===== src/rtl/vga_wb_regs_ng.sv =====
// ---------------------------------------------------------------------------
// vga_wb_regs_ng
// Wishbone register / CLUT-access slave for the VGA/LCD controller.
// Holds CTRL, STAT, HTIM, VTIM, HVLEN, IEN and a ring of NUM_VBAR video base
// address registers, rotates the video bank on vbs_done, and forwards CLUT
// accesses (ADR_I[9] set) through a request/ack handshake with a timeout.
//
// Ports
//   CLK_I, nRESET (async, active low), RST_I (sync, active high)
//   ADR_I[9:0]   word address [11:2]; ADR_I[9] selects CLUT space
//   DAT_I/DAT_O  write / registered read data
//   SEL_I, WE_I, STB_I, CYC_I, ACK_O, ERR_O   Wishbone slave signals
//   INTA_O       registered interrupt request
//   int_in       interrupt event pulses
//   vbs_done     video bank switch done pulse
//   acmp         active CLUT page
//   ctrl_o, htim_o, vtim_o, hvlen_o   register contents
//   vbar_cur, vbar_nxt   current / next bank base address [31:2]
//   clut_acc, clut_ack, clut_q        CLUT access handshake
//
// Bus FSM
//   state     | meaning
//   IDLE      | waiting for CYC_I & STB_I
//   CLUT_WAIT | clut_acc raised, waiting for clut_ack or timeout
//   RESP      | ACK_O or ERR_O high for this single cycle
// ---------------------------------------------------------------------------
module vga_wb_regs_ng #(
    parameter int NUM_VBAR = 2,
    parameter int NUM_INT  = 6,
    parameter int CLUT_TO  = 15
) (
    input  logic               CLK_I,
    input  logic               nRESET,
    input  logic               RST_I,
    input  logic [9:0]         ADR_I,
    input  logic [31:0]        DAT_I,
    output logic [31:0]        DAT_O,
    input  logic [3:0]         SEL_I,
    input  logic               WE_I,
    input  logic               STB_I,
    input  logic               CYC_I,
    output logic               ACK_O,
    output logic               ERR_O,
    output logic               INTA_O,
    input  logic [NUM_INT-1:0] int_in,
    input  logic               vbs_done,
    input  logic               acmp,
    output logic [11:0]        ctrl_o,
    output logic [31:0]        htim_o,
    output logic [31:0]        vtim_o,
    output logic [31:0]        hvlen_o,
    output logic [29:0]        vbar_cur,
    output logic [29:0]        vbar_nxt,
    output logic               clut_acc,
    input  logic               clut_ack,
    input  logic [23:0]        clut_q
);

    typedef enum logic [1:0] {
        IDLE      = 2'd0,
        CLUT_WAIT = 2'd1,
        RESP      = 2'd2
    } bus_state_t;

    localparam logic [2:0] LAST_MAX = 3'(NUM_VBAR - 1);
    localparam logic [7:0] TO_LAST  = 8'(CLUT_TO - 1);

    logic [11:0]        ctrl;
    logic [11:0]        ctrl_sc;
    logic [2:0]         last;
    logic [2:0]         last_wr;
    logic [31:0]        htim;
    logic [31:0]        vtim;
    logic [31:0]        hvlen;
    logic [NUM_INT-1:0] pend;
    logic [NUM_INT-1:0] ien;
    logic [NUM_INT-1:0] pend_clr;
    logic               pend_to;
    logic               ien_to;
    logic [2:0]         vbank;
    logic [2:0]         vbank_inc;
    logic               acmp_q;
    logic [29:0]        vbar [NUM_VBAR];
    logic [29:0]        vbar_rd;

    bus_state_t         state;
    bus_state_t         state_nx;
    logic [7:0]         clut_cnt;
    logic [7:0]         cnt_nx;
    logic               ack_nx;
    logic               err_nx;
    logic               acc_nx;
    logic               to_set;
    logic               reg_wr;
    logic [31:0]        dat_nx;
    logic [31:0]        rd_data;

    logic [31:0]        wmask;
    logic [8:0]         offset;
    logic               wr_ctrl;
    logic               wr_stat;
    logic               wr_htim;
    logic               wr_vtim;
    logic               wr_hvlen;
    logic               wr_ien;

    assign wmask  = {{8{SEL_I[3]}}, {8{SEL_I[2]}}, {8{SEL_I[1]}}, {8{SEL_I[0]}}};
    assign offset = ADR_I[8:0];

    assign wr_ctrl  = reg_wr && (offset == 9'd0);
    assign wr_stat  = reg_wr && (offset == 9'd1);
    assign wr_htim  = reg_wr && (offset == 9'd2);
    assign wr_vtim  = reg_wr && (offset == 9'd3);
    assign wr_hvlen = reg_wr && (offset == 9'd4);
    assign wr_ien   = reg_wr && (offset == 9'd5);

    assign pend_clr = wr_stat ? (DAT_I[NUM_INT-1:0] & wmask[NUM_INT-1:0]) : '0;

    assign ctrl_o  = ctrl;
    assign htim_o  = htim;
    assign vtim_o  = vtim;
    assign hvlen_o = hvlen;

    // Self-clearing happens first; a CPU write then overrides only the lanes it touches.
    always_comb begin
        ctrl_sc = ctrl;
        if (vbs_done) begin
            ctrl_sc[1] = 1'b0;
        end
        if (acmp != acmp_q) begin
            ctrl_sc[2] = 1'b0;
        end
    end

    always_comb begin
        last_wr = (last & ~wmask[14:12]) | (DAT_I[14:12] & wmask[14:12]);
        if (last_wr > LAST_MAX) begin
            last_wr = LAST_MAX;
        end
    end

    // vbank can sit above a freshly lowered LAST; treat that as end of ring.
    assign vbank_inc = (vbank >= last) ? 3'd0 : vbank + 3'd1;

    always_comb begin
        vbar_cur = '0;
        vbar_nxt = '0;
        for (int i = 0; i < NUM_VBAR; i++) begin
            if (int'(vbank) == i) begin
                vbar_cur = vbar[i];
            end
            if (int'(vbank_inc) == i) begin
                vbar_nxt = vbar[i];
            end
        end
    end

    always_comb begin
        rd_data = '0;
        vbar_rd = '0;
        for (int i = 0; i < NUM_VBAR; i++) begin
            if (int'(offset) == 8 + i) begin
                vbar_rd = vbar[i];
            end
        end
        case (offset)
            9'd0:    rd_data = {17'b0, last, ctrl};
            9'd1:    rd_data = 32'(pend) | {12'b0, acmp_q, vbank, pend_to, 15'b0};
            9'd2:    rd_data = htim;
            9'd3:    rd_data = vtim;
            9'd4:    rd_data = hvlen;
            9'd5:    rd_data = 32'(ien) | {16'b0, ien_to, 15'b0};
            default: begin
                if (int'(offset) >= 8 && int'(offset) < 8 + NUM_VBAR) begin
                    rd_data = {vbar_rd, 2'b00};
                end
            end
        endcase
    end

    always_ff @(posedge CLK_I or negedge nRESET) begin
        if (!nRESET) begin
            ctrl    <= '0;
            last    <= '0;
            htim    <= '0;
            vtim    <= '0;
            hvlen   <= '0;
            pend    <= '0;
            ien     <= '0;
            pend_to <= 1'b0;
            ien_to  <= 1'b0;
            vbank   <= '0;
            acmp_q  <= 1'b0;
            INTA_O  <= 1'b0;
            for (int i = 0; i < NUM_VBAR; i++) begin
                vbar[i] <= '0;
            end
        end else if (RST_I) begin
            ctrl    <= '0;
            last    <= '0;
            htim    <= '0;
            vtim    <= '0;
            hvlen   <= '0;
            pend    <= '0;
            ien     <= '0;
            pend_to <= 1'b0;
            ien_to  <= 1'b0;
            vbank   <= '0;
            acmp_q  <= 1'b0;
            INTA_O  <= 1'b0;
            for (int i = 0; i < NUM_VBAR; i++) begin
                vbar[i] <= '0;
            end
        end else begin
            acmp_q <= acmp;

            if (wr_ctrl) begin
                ctrl <= (ctrl_sc & ~wmask[11:0]) | (DAT_I[11:0] & wmask[11:0]);
                last <= last_wr;
            end else begin
                ctrl <= ctrl_sc;
            end

            if (wr_htim) begin
                htim <= (htim & ~wmask) | (DAT_I & wmask);
            end
            if (wr_vtim) begin
                vtim <= (vtim & ~wmask) | (DAT_I & wmask);
            end
            if (wr_hvlen) begin
                hvlen <= (hvlen & ~wmask) | (DAT_I & wmask);
            end
            if (wr_ien) begin
                ien <= (ien & ~wmask[NUM_INT-1:0]) | (DAT_I[NUM_INT-1:0] & wmask[NUM_INT-1:0]);
                if (wmask[15]) begin
                    ien_to <= DAT_I[15];
                end
            end

            // New events are OR-ed in after the clear so a same-cycle event survives.
            pend    <= (pend & ~pend_clr) | int_in;
            pend_to <= (pend_to & ~(wr_stat & wmask[15] & DAT_I[15])) | to_set;

            for (int i = 0; i < NUM_VBAR; i++) begin
                if (reg_wr && int'(offset) == 8 + i) begin
                    vbar[i] <= (vbar[i] & ~wmask[31:2]) | (DAT_I[31:2] & wmask[31:2]);
                end
            end

            if (vbs_done) begin
                vbank <= vbank_inc;
            end

            INTA_O <= |{pend & ien, pend_to & ien_to};
        end
    end

    always_ff @(posedge CLK_I or negedge nRESET) begin
        if (!nRESET) begin
            state    <= IDLE;
            clut_cnt <= '0;
            clut_acc <= 1'b0;
            ACK_O    <= 1'b0;
            ERR_O    <= 1'b0;
            DAT_O    <= '0;
        end else if (RST_I) begin
            state    <= IDLE;
            clut_cnt <= '0;
            clut_acc <= 1'b0;
            ACK_O    <= 1'b0;
            ERR_O    <= 1'b0;
            DAT_O    <= '0;
        end else begin
            state    <= state_nx;
            clut_cnt <= cnt_nx;
            clut_acc <= acc_nx;
            ACK_O    <= ack_nx;
            ERR_O    <= err_nx;
            DAT_O    <= dat_nx;
        end
    end

    always_comb begin
        state_nx = state;
        cnt_nx   = clut_cnt;
        acc_nx   = clut_acc;
        ack_nx   = 1'b0;
        err_nx   = 1'b0;
        dat_nx   = DAT_O;
        reg_wr   = 1'b0;
        to_set   = 1'b0;
        case (state)
            IDLE: begin
                if (CYC_I && STB_I) begin
                    if (ADR_I[9]) begin
                        if (SEL_I == 4'hF) begin
                            state_nx = CLUT_WAIT;
                            acc_nx   = 1'b1;
                            cnt_nx   = '0;
                        end else begin
                            state_nx = RESP;
                            err_nx   = 1'b1;
                            dat_nx   = '0;
                        end
                    end else begin
                        state_nx = RESP;
                        ack_nx   = 1'b1;
                        reg_wr   = WE_I;
                        if (!WE_I) begin
                            dat_nx = rd_data;
                        end
                    end
                end
            end
            CLUT_WAIT: begin
                if (!(CYC_I && STB_I)) begin
                    state_nx = IDLE;
                    acc_nx   = 1'b0;
                end else if (clut_ack) begin
                    state_nx = RESP;
                    acc_nx   = 1'b0;
                    ack_nx   = 1'b1;
                    dat_nx   = {8'h00, clut_q};
                end else if (clut_cnt == TO_LAST) begin
                    state_nx = RESP;
                    acc_nx   = 1'b0;
                    err_nx   = 1'b1;
                    to_set   = 1'b1;
                end else begin
                    cnt_nx = clut_cnt + 8'd1;
                end
            end
            RESP: begin
                state_nx = IDLE;
            end
            default: begin
                state_nx = IDLE;
                acc_nx   = 1'b0;
            end
        endcase
    end

endmodule


===== config.mk =====
export PLATFORM = sky130hd
export DESIGN_NAME = vga_wb_regs_ng
export DESIGN_NICKNAME = d
export VERILOG_FILES = /design/src/rtl/vga_wb_regs_ng.sv
export SDC_FILE = /design/constraint.sdc
export NUM_CORES = 1
export LEC_CHECK = 0
export CAP_MARGIN = 20
export CORE_MARGIN = 5
export CORE_UTILIZATION = 51
export DETAILED_ROUTE_END_ITERATION = 8
export GPL_TIMING_DRIVEN = 0
export PLACE_DENSITY = 0.85
export SETUP_SLACK_MARGIN = 0.2
export SLEW_MARGIN = 20
export SYNTH_ARGS = -nofsm -noshare
export SYNTH_HDL_FRONTEND = slang
export SYNTH_SLANG_ARGS = --single-unit

===== constraint.sdc =====
create_clock -name CLK_I -period 2.8 [get_ports CLK_I]
set_clock_uncertainty 0.2 [all_clocks]
set_input_delay 0.42 -clock CLK_I [delete_from_list [all_inputs] [get_ports CLK_I]]
set_output_delay 0.42 -clock CLK_I [all_outputs]
set_load 0.02 [all_outputs]

# Yosys cells after proc, flatten, opt, wreduce, memory -nomap -nowiden
# Cells that the tools add are included.
op_classes:
  mux: 87
  n_addsub: 2
  reduce_logical: 30
  bitwise_logic: 38
  magnitude_cmp: 4
  n_eq_ne: 25
op_table:
  columns: ["op", "n"]
  rows:
  - ["32-bit 2-to-1 mux", 14]
  - ["30-bit 2-to-1 mux", 8]
  - ["32-bit case mux with 6 select lines", 1]
  - ["32-bit bitwise AND", 4]
  - ["32-bit bitwise OR", 3]
  - ["30-bit bitwise AND", 3]
  - ["32-bit case mux with 2 select lines", 1]
  - ["60-bit 2-to-1 mux", 1]
  - ["30-bit bitwise OR", 2]
  - ["8-bit 2-to-1 mux", 7]
  - ["32-bit inverter", 1]
  - ["1-bit 2-to-1 mux", 31]
  - ["30-bit inverter", 1]
  - ["12-bit bitwise AND", 2]
  - ["6-bit bitwise AND", 4]
  - ["12-bit 2-to-1 mux", 2]
  - ["6-bit 2-to-1 mux", 4]
  - ["3-bit != test (second input constant)", 7]
  - ["6-bit by 20-bit bitwise OR with 20-bit output", 1]
  - ["9-bit by 2-bit == test with 1-bit output (second input constant)", 2]
  - ["9-bit by 3-bit == test with 1-bit output (second input constant)", 2]
  - ["9-bit by 5-bit == test with 1-bit output (second input constant)", 2]
  - ["3-bit 2-to-1 mux", 6]
  - ["2-bit nonzero test", 9]
  - ["other kinds (42)", 68]
totals:
  ff_bits: 235
  input_bits: 85
  output_inout_bits: 204

# Longest topological paths before layout
# Gate-level depths: netlist (run 1).
logic_depth:
  word_depth: 10
  ltp_mapped: 8
  mapped_depth_nobuf: 7

# Worst setup path after synthesis (run 1)
# No wires, ideal clock.
synth_path:
  kind: "register to output"
  startpoint: "register vbank[0]"
  endpoint: "output port vbar_nxt[0]"
  path_stages_with_launch: 9
  arrival_ns: 2.163
  n_path_buf: 1
  required_ns: 2.180
  path_slack_ns: 0.017
  cell_sequence: "dfrtp_1 -> inv_1 -> ha_1 -> nand2b_1 -> a21o_1 -> a21o_1 -> nor4_1 -> clkbuf_1 -> a22o_1"
synth_between:
  elab_chain_len: 5
synth_lines:
  columns: ["element", "line", "source"]
  rows:
  - ["start: declaration", "80", "logic [2:0] vbank;"]
  - ["start signal: assignment", "251", "vbank <= vbank_inc;"]
  - ["3-bit by 1-bit adder with 3-bit output / 3-bit greater-or-equal comparator (equally long branches)", "143", "assign vbank_inc = (vbank >= last) ? 3'd0 : vbank + 3'd1;"]
  - ["3-bit 2-to-1 mux (*)", "143", null]
  - ["3-bit logical NOT", "152", "if (int'(vbank_inc) == i) begin"]
  - ["30-bit 2-to-1 mux", "152", null]
  - ["30-bit 2-to-1 mux (*)", "152", null]
  - ["end: declaration", "53", "output logic [29:0] vbar_nxt,"]
# Mark *: on every way between the ends. The rest lies on a longest branch, timed or not.

# Worst setup path in the final report (run 1)
layout_path:
  startpoint: "register vbank[0]"
  endpoint: "output port vbar_nxt[29]"
# The elaborated chain is that of the path after synthesis.

==> summary.txt, run 1 <==
Logic synthesis
  • Synth Net Count: 1340
  • Async SR Flop Fraction: 100%
  • Mapped Cells: 1247
  • Dominant synthesized flop cell: dfrtp_1
  • Number of flops mapped to enable cells by yosys: 0
  • Flops & latches, synth: 235
  • Yosys cell types: 65
  • Post-synthesis sequential area ratio: 47.6%
  • Area of the mapped netlist: approximately 12000 sq um
  • Synth warnings: 0
  • Synthesized area per cell: 9.91 sq um

Drt
  • Number of nets with antenna violations after routing: 0
  • First-pass DRT Iterations: 7
  • Initial DRC count: approximately 2100
  • Via density: 6.79
  • Drt wl/cell: approximately 29 microns
  • DR vias: 13300
  • DRC violation count after routing: 0
  • Routed wire length: ~56000 microns

Clocking
  • Clk buf depth: 3
  • Worst-path clk slew: 70 ps
  • Clock sink total: 235
  • CTS tree: done
  • Worst-skew pair later-pin latency: ~560 ps
  • Clock root buffer master: clkbuf_16
  • Total CTS buffers: 27
  • H-tree lvl count: 1

Floorplanning
  • Die Y: 166 microns
  • Area of the core: 24100 sq um
  • Die footprint: 27400 sq um
  • Die X: ~170 microns
  • I/O pins: a little under 300
  • Row count: 57
  • Initial cell density of the core: between 50% and 60%

Timing
  • Worst Max-Slew Pin Slew: 1110 ps
  • RSZ-0062 raised after global routing: yes
  • Worst slew margin: 26.3%
  • Max frequency: 0.293 GHz
  • Clock period minus worst slack: 3420 ps
  • Hold Vio Cnt, Final: 0
  • Period Utilization, post-route: 122%
  • Final Max Slew Viols: 0
  • Final worst slack: -617 ps
  • Setup violators final: 61

Outcome
  • Status: complete, but fails checks
  • Failing checks: negative setup slack

Setup path
  • CP Capture Type: output pin
  • CP required: 2180 ps
  • Worst path arrival time: ~2800 ps
  • R2R depth: 9
  • WS Path Type: reg -> out
  • Startpoint types: register
  • Largest fanout on the critical path: 6

Global route
  • GR Util All Layers: approximately 36%
  • Grt total ovfl: 0
  • First-pass GRT wire length: 78800 microns
  • Largest net degree at the start of global routing: 96
  • Initial antenna violation count: 4
  • Vias in the first global route: 13100

Placed design
  • Port Buffers: 277
  • Post-DP HPWL: between 30000 and 40000 microns
  • Placed Instance Area: 15900 sq um
  • Final Wtd Congestion: 0.995

Finish
  • Layout Nets: 1699
  • Filler instances: 1593
  • Synth-to-layout area growth: 46.9%
  • Commonest cells after routing, fill and taps aside: 234 x dfrtp_1, 215 x clkdlybuf4s50_1, 157 x nor2_1, 143 x mux2i_1, 123 x nand2_1
  • Commonest non-fill, non-tap cell in the layout: dfrtp_1
  • Core Util, Final: 75.3%
  • Final Cell Area: 18200 sq um
  • Layout cell share with drive strength beyond 1: roughly 20%

Hold path
  • WHS Path Cells: 3
  • Hold Crit Class: in -> reg

Run
  • Max_cap viols: 0

Power and ir drop
  • Part of the power in registers: 45.2%
  • Combinational share of power: just under 9%
  • Switching share of power: 25.8%
  • LEAKAGE: 0.00850 uW
  • Internal power: 5610 uW
  • Pwr Density: roughly 420 nW/um^2
  • Switch Pwr: between 1500 and 2000 uW
  • Maximum vdd drop: 0.373 mV
  • Clock Power Share: 46.0%
  • Final Total Pwr: 7570 uW
## synth_stat cells (all sizes together) (2+ instances only)
master	n	area, sq um
a311oi	6	52.6
o221ai	2	17.5
nor4b	2	17.5
or4	4	33.8
nor4	6	52.6
o31ai	2	15.0
a22o	60	526
ha	8	100
nand4b	2	17.5
nand2	123	462
and2	2	12.5
nor3b	14	120
buf	25	134
inv	15	56.3
xor2	2	17.5
nor2	161	607
a221oi	27	236
a211oi	13	97.6
clkbuf	71	267
a21o	3	22.5
a211o	2	17.5
a222oi	2	20.0
nor3	13	65.1
nand3b	3	22.5
and3b	6	52.6
dfrtp	235	5880
a22oi	18	135
and3	9	56.3
a21oi	101	505
mux2	31	349
o21ai	43	215
nand4	17	181
and4	3	26.3
nand2b	4	25.0
mux2i	146	1460
or2	3	18.8
or3	9	56.3
a32oi	6	52.6
nand3	24	140
nor2b	9	56.3
## kinds of logic after synthesis
kind of cell / share of synthesized area (%)
compound gates: 16.3
xor+xnor: 0.213
fa+ha+maj: 0.810
buf+inv: 3.70
flops: 47.6
mux: 14.8
simple gates: 16.6
## registers in the layout, summed over array words and instances, names as in the netlist, 2 cells and up
| register | flops |
|---|---|
| htim_o | 32 |
| vbank | 3 |
| pend | 6 |
| vbar | 60 |
| ctrl_o | 12 |
| DAT_O | 32 |
| hvlen_o | 32 |
| vtim_o | 32 |
| clut_cnt | 8 |
| ien | 6 |
| last | 3 |
| state | 2 |
## worst max-delay path, stage by stage, from the launching register on
cell	delay (ps)
dfrtp_2	410
inv_2	100
ha_4	210
nand2b_4	130
a21o_1	170
a21o_4	240
or2_4	360
clkbuf_16	210
a22o_4	250
buf_6	130
## metal layers
layer	part of all wire, %	track usage [%]	up-vias
met5	0	0	-
met4	7.2	19.6	0
met3	14	10.8	348
met2	44	56.3	1251
met1	35	45.9	6388
li1	-	-	5263
## metrics by stage
step	cells	setup WS (ps)	setup TNS, ps	hold WS (ps)
after detailed placement	1850	-964	-155540	218
after floorplan	1247	196	0	-75.6
after global routing	1952	-612	-23150	72.7
final	1952	-617	-22890	41.8
after global placement	1848	-8910	-2237170	281
after CTS	1926	-486	-14180	38.3
## worst paths after layout
check | from | to | slack (ps)
worst max-delay path | vbank[0] | vbar_nxt[29] | -620
worst max register to register | state[1] | ien_to | 30
worst min-delay path | ADR_I[9] | state[0] | 40
worst min register to register | clut_acc | clut_acc | 300
min in group asynchronous | nRESET | vtim_o[31] | 230
max in group asynchronous | nRESET | vbar[39] | 1270
## final cells by class
class | instances | area, sq um | share of cell area (%)
Tap cell | 324 | 405 | 2.23
Buffer | 96 | 719 | 3.96
Inverter | 15 | 56.3 | 0.310
Antenna cell | 4 | 10.0 | 0.0551
Timing Repair Buffer | 330 | 3490 | 19.3
Clock buffer | 40 | 774 | 4.27
Multi-Input combinational cell | 901 | 6740 | 37.1
Sequential cell | 235 | 5880 | 32.4
Clock inverter | 7 | 70.1 | 0.386
## timing repair
item / CTS / global route
hold buffers: 1 / 0
gates cloned: 3 / 9
setup buffers: 25 / 13
pin swaps: 14 / 18
endpoints found under the hold margin: 66 / 0
endpoints found under the setup margin: 274 / 257
resized for setup: 475 / 69
## power by group through the flow
stage	logic, uW	registers (uW)	clock network [uW]
finish	662	3420	3480
global placement	565	3490	0
floorplan	206	3490	0
CTS	612	3420	3430
detailed placement	583	3480	0
global route	680	3420	3590
(Power assumes the default switching activity.)
==> run 2, diff against run 1 <==
--- a/config.mk
+++ b/config.mk
@@ -8,10 +8,11 @@
 export CAP_MARGIN = 20
 export CORE_MARGIN = 5
 export CORE_UTILIZATION = 51
+export CTS_CLUSTER_SIZE = 40
 export DETAILED_ROUTE_END_ITERATION = 8
 export GPL_TIMING_DRIVEN = 0
 export PLACE_DENSITY = 0.85
-export SETUP_SLACK_MARGIN = 0.2
+export SETUP_SLACK_MARGIN = 0.4
 export SLEW_MARGIN = 20
 export SYNTH_ARGS = -nofsm -noshare
 export SYNTH_HDL_FRONTEND = slang
==> run 2 against run 1 <==
Compared with the run above:
- the run still ends with negative setup slack left
- sequential power hardly changed
- setup slack better by 28 ps
- clock power is 2% higher
- power is 1.9% higher
- core utilization is 4.2 points higher
- critical path type unchanged
- critical endpoint is now vbar_nxt[14]
- highest routed layer is now met5
==> summary.txt, run 2 (same netlist as run 1, synthesis figures left out) <==
Finish
  • Core Util, Final: 79.5% (+4.2 points)
  • Commonest non-fill, non-tap cell in the layout: dfrtp_1
  • Finished Layout Cells: 1988 (+1.8%)
  • Filler instances: 1316 (-17%)
  • Top reg by flops: vbar
  • Synth-to-layout area growth: 55.2%
  • Commonest cells after routing, fill and taps aside: 233 x dfrtp_1, 210 x clkdlybuf4s50_1, 155 x nor2_1, 137 x mux2i_1, 99 x buf_6
  • Area occupied by multi-input gates: 7290 sq um (+8.1%)
  • Layout Nets: 1735 (+2.1%)
  • Max reg flops: 60 (unchanged)
  • Storage element area: 5880 sq um (about the same)
  • Layout cell share with drive strength beyond 1: 30.6% (+10 points)

Global route
  • Vias in the first global route: 13600 (+3.5%)
  • Grt total ovfl: 0 (unchanged)
  • First-pass GRT wire length: 83000 microns (+5.4%)
  • Initial antenna violation count: 7 (+3)
  • Largest net degree at the start of global routing: 95 (-1.0%)
  • GR Util All Layers: 38.5% (+2.2 points)

Setup path
  • Largest fanout on the critical path: 5 (-1)
  • CP required: 2180 ps (about the same)
  • WS Path Type: reg -> out
  • CP Capture Type: output pin
  • Startpoint types: register
  • Worst path arrival time: 2770 ps (-30 ps)

Clocking
  • Clk buf depth: 3 (unchanged)
  • H-tree lvl count: 1 (unchanged)
  • CTS tree: done
  • Worst-skew pair later-pin latency: 560 ps (about the same)
  • Clock root buffer master: clkbuf_16
  • Clock sink total: 235 (unchanged)
  • Worst-path clk slew: 80 ps (about the same)
  • Total CTS buffers: 25 (-7.4%)

Drt
  • Number of nets with antenna violations after routing: 0 (unchanged)
  • DRC violation count after routing: 0 (unchanged)
  • First-pass DRT Iterations: 8 (+1)
  • Via density: 7.18 (+5.7%)
  • Routed wire length: 63600 microns (+14%)
  • DR vias: 14300 (+7.7%)
  • Initial DRC count: 2369 (+11%)
  • Drt wl/cell: 32.0 microns (+12%)

Power and ir drop
  • LEAKAGE: 0.00880 uW (+3.5%)
  • Internal power: 5670 uW (+0.95%)
  • Combinational share of power: 9.8% (+1.1 points)
  • Switching share of power: 26.5% (+0.69 points)
  • Maximum vdd drop: 0.433 mV (+16%)
  • Switch Pwr: 2050 uW (+4.6%)
  • Clock Power Share: 45.8% (-0.2 points)
  • Pwr Density: 402 nW/um^2 (-3.5%)
  • Part of the power in registers: 44.4% (-0.8 points)

Timing
  • Worst Max-Slew Pin Slew: 1250 ps (+142 ps)
  • Clock period minus worst slack: 3390 ps (-28.0 ps)
  • Max frequency: 0.295 GHz (+0.83%)
  • Final worst slack: -589 ps (+28.0 ps)
  • Final Max Slew Viols: 0 (unchanged)
  • Setup TNS: -26480 ps (-3590 ps)
  • RSZ-0062 raised after global routing: yes
  • Hold Vio Cnt, Final: 0 (unchanged)
  • Period Utilization, post-route: 121% (-1.0 points)
  • Worst slew margin: 16.8% (-9.5 points)
  • Setup violators final: 63 (+3.3%)

Run
  • Max_cap viols: 0 (unchanged)

Placed design
  • Pre-CTS WS: -960 ps (+4.22 ps)
  • Post-DP HPWL: 35700 microns (+0.51%)
  • Final Wtd Congestion: 1.01 (+1.7%)
  • Inst Count DP: 1851 (+0.054%)
  • Port Buffers: 277 (unchanged)

Floorplanning
  • Row count: 57 (unchanged)
  • Die X: 166 microns (unchanged)
  • Area of the core: 24100 sq um (unchanged)
  • Die Y: 166 microns (unchanged)
  • Die footprint: 27400 sq um (unchanged)
  • I/O pins: 289 (unchanged)
  • Initial cell density of the core: 51.2% (unchanged)

Outcome
  • Status: complete, but fails checks
  • Failing checks: negative setup slack

Hold path
  • Hold Crit Class: in -> reg
## run 2: cell types whose count changed in the layout (fill, tap and decap cells not counted), moves of 17 or more
cell     delta
nand2_2    +38
nand2_1    -38
buf_6      +20
a21oi_2    +45
buf_4      +17
a21oi_1    -45
## run 2: layout make-up
type | count | area share, %
diodes | 5 | 0.0653
plain buffers | 96 | 4.29
clock buffers | 34 | 3.65
clock inverters | 10 | 0.685
inverters | 15 | 0.294
multi-input cells | 901 | 38.0
flip-flops and latches | 235 | 30.7
well taps | 324 | 2.11
repair buffers | 368 | 20.2
## run 2: repair_timing
action                                  in CTS  in global routing
endpoints found under the setup margin     277                273
pin swaps                                   28                111
gates resized for setup                    524                228
gates cloned                                 7                  1
setup buffers                               48                 31
endpoints found under the hold margin       62                  0
hold buffers                                 1                  0
## run 2: worst paths after layout
check	end	slack, ps	startpoint	cells after the start
worst max-delay path	vbar_nxt[14]	-590	vbank[0]	10
worst min-delay path	state[0]	70	ADR_I[9]	3
worst max register to register	vbar[17]	-490	state[1]	9
worst min register to register	DAT_O[31]	310	DAT_O[31]	2
max in group asynchronous	vbank[0]	1300	nRESET	3
min in group asynchronous	DAT_O[26]	220	nRESET	2
## run 2: worst max-delay path: stages (launching register included)
cell and delay [ps]:
dfrtp_2 450, inv_2 100, ha_4 200, nand2b_4 130, a21o_1 180, a21o_4 230
nor4_4 300, buf_6 210, clkbuf_8 180, a22o_4 120, buf_6 110
## run 2: metal layers
layer  GRT usage, %  routed length [microns]
met3           14.3                    10700
met1           47.1                    19800
met4           20.4                     6490
met2           59.6                    26500
met5              0                       38
## run 2: power groups by stage
stage | Combinational (uW) | Sequential, uW | Clock [uW]
2_1_floorplan | 213 | 3490 | 0
3_3_place_gp | 571 | 3490 | 0
3_5_place_dp | 591 | 3480 | 0
4_1_cts | 635 | 3420 | 3420
5_1_grt | 762 | 3420 | 3630
6_report | 753 | 3420 | 3540
## run 2: stage by stage
step / hold WS (ps) / total power (uW) / cell area (sq um)
floorplan: -75.6 / 3700 / 12800
global placement: 270 / 4060 / 16000
detailed placement: 205 / 4070 / 16100
CTS: 53.3 / 7480 / 18100
global route: 101 / 7820 / 19200
finish: 70.1 / 7710 / 19200
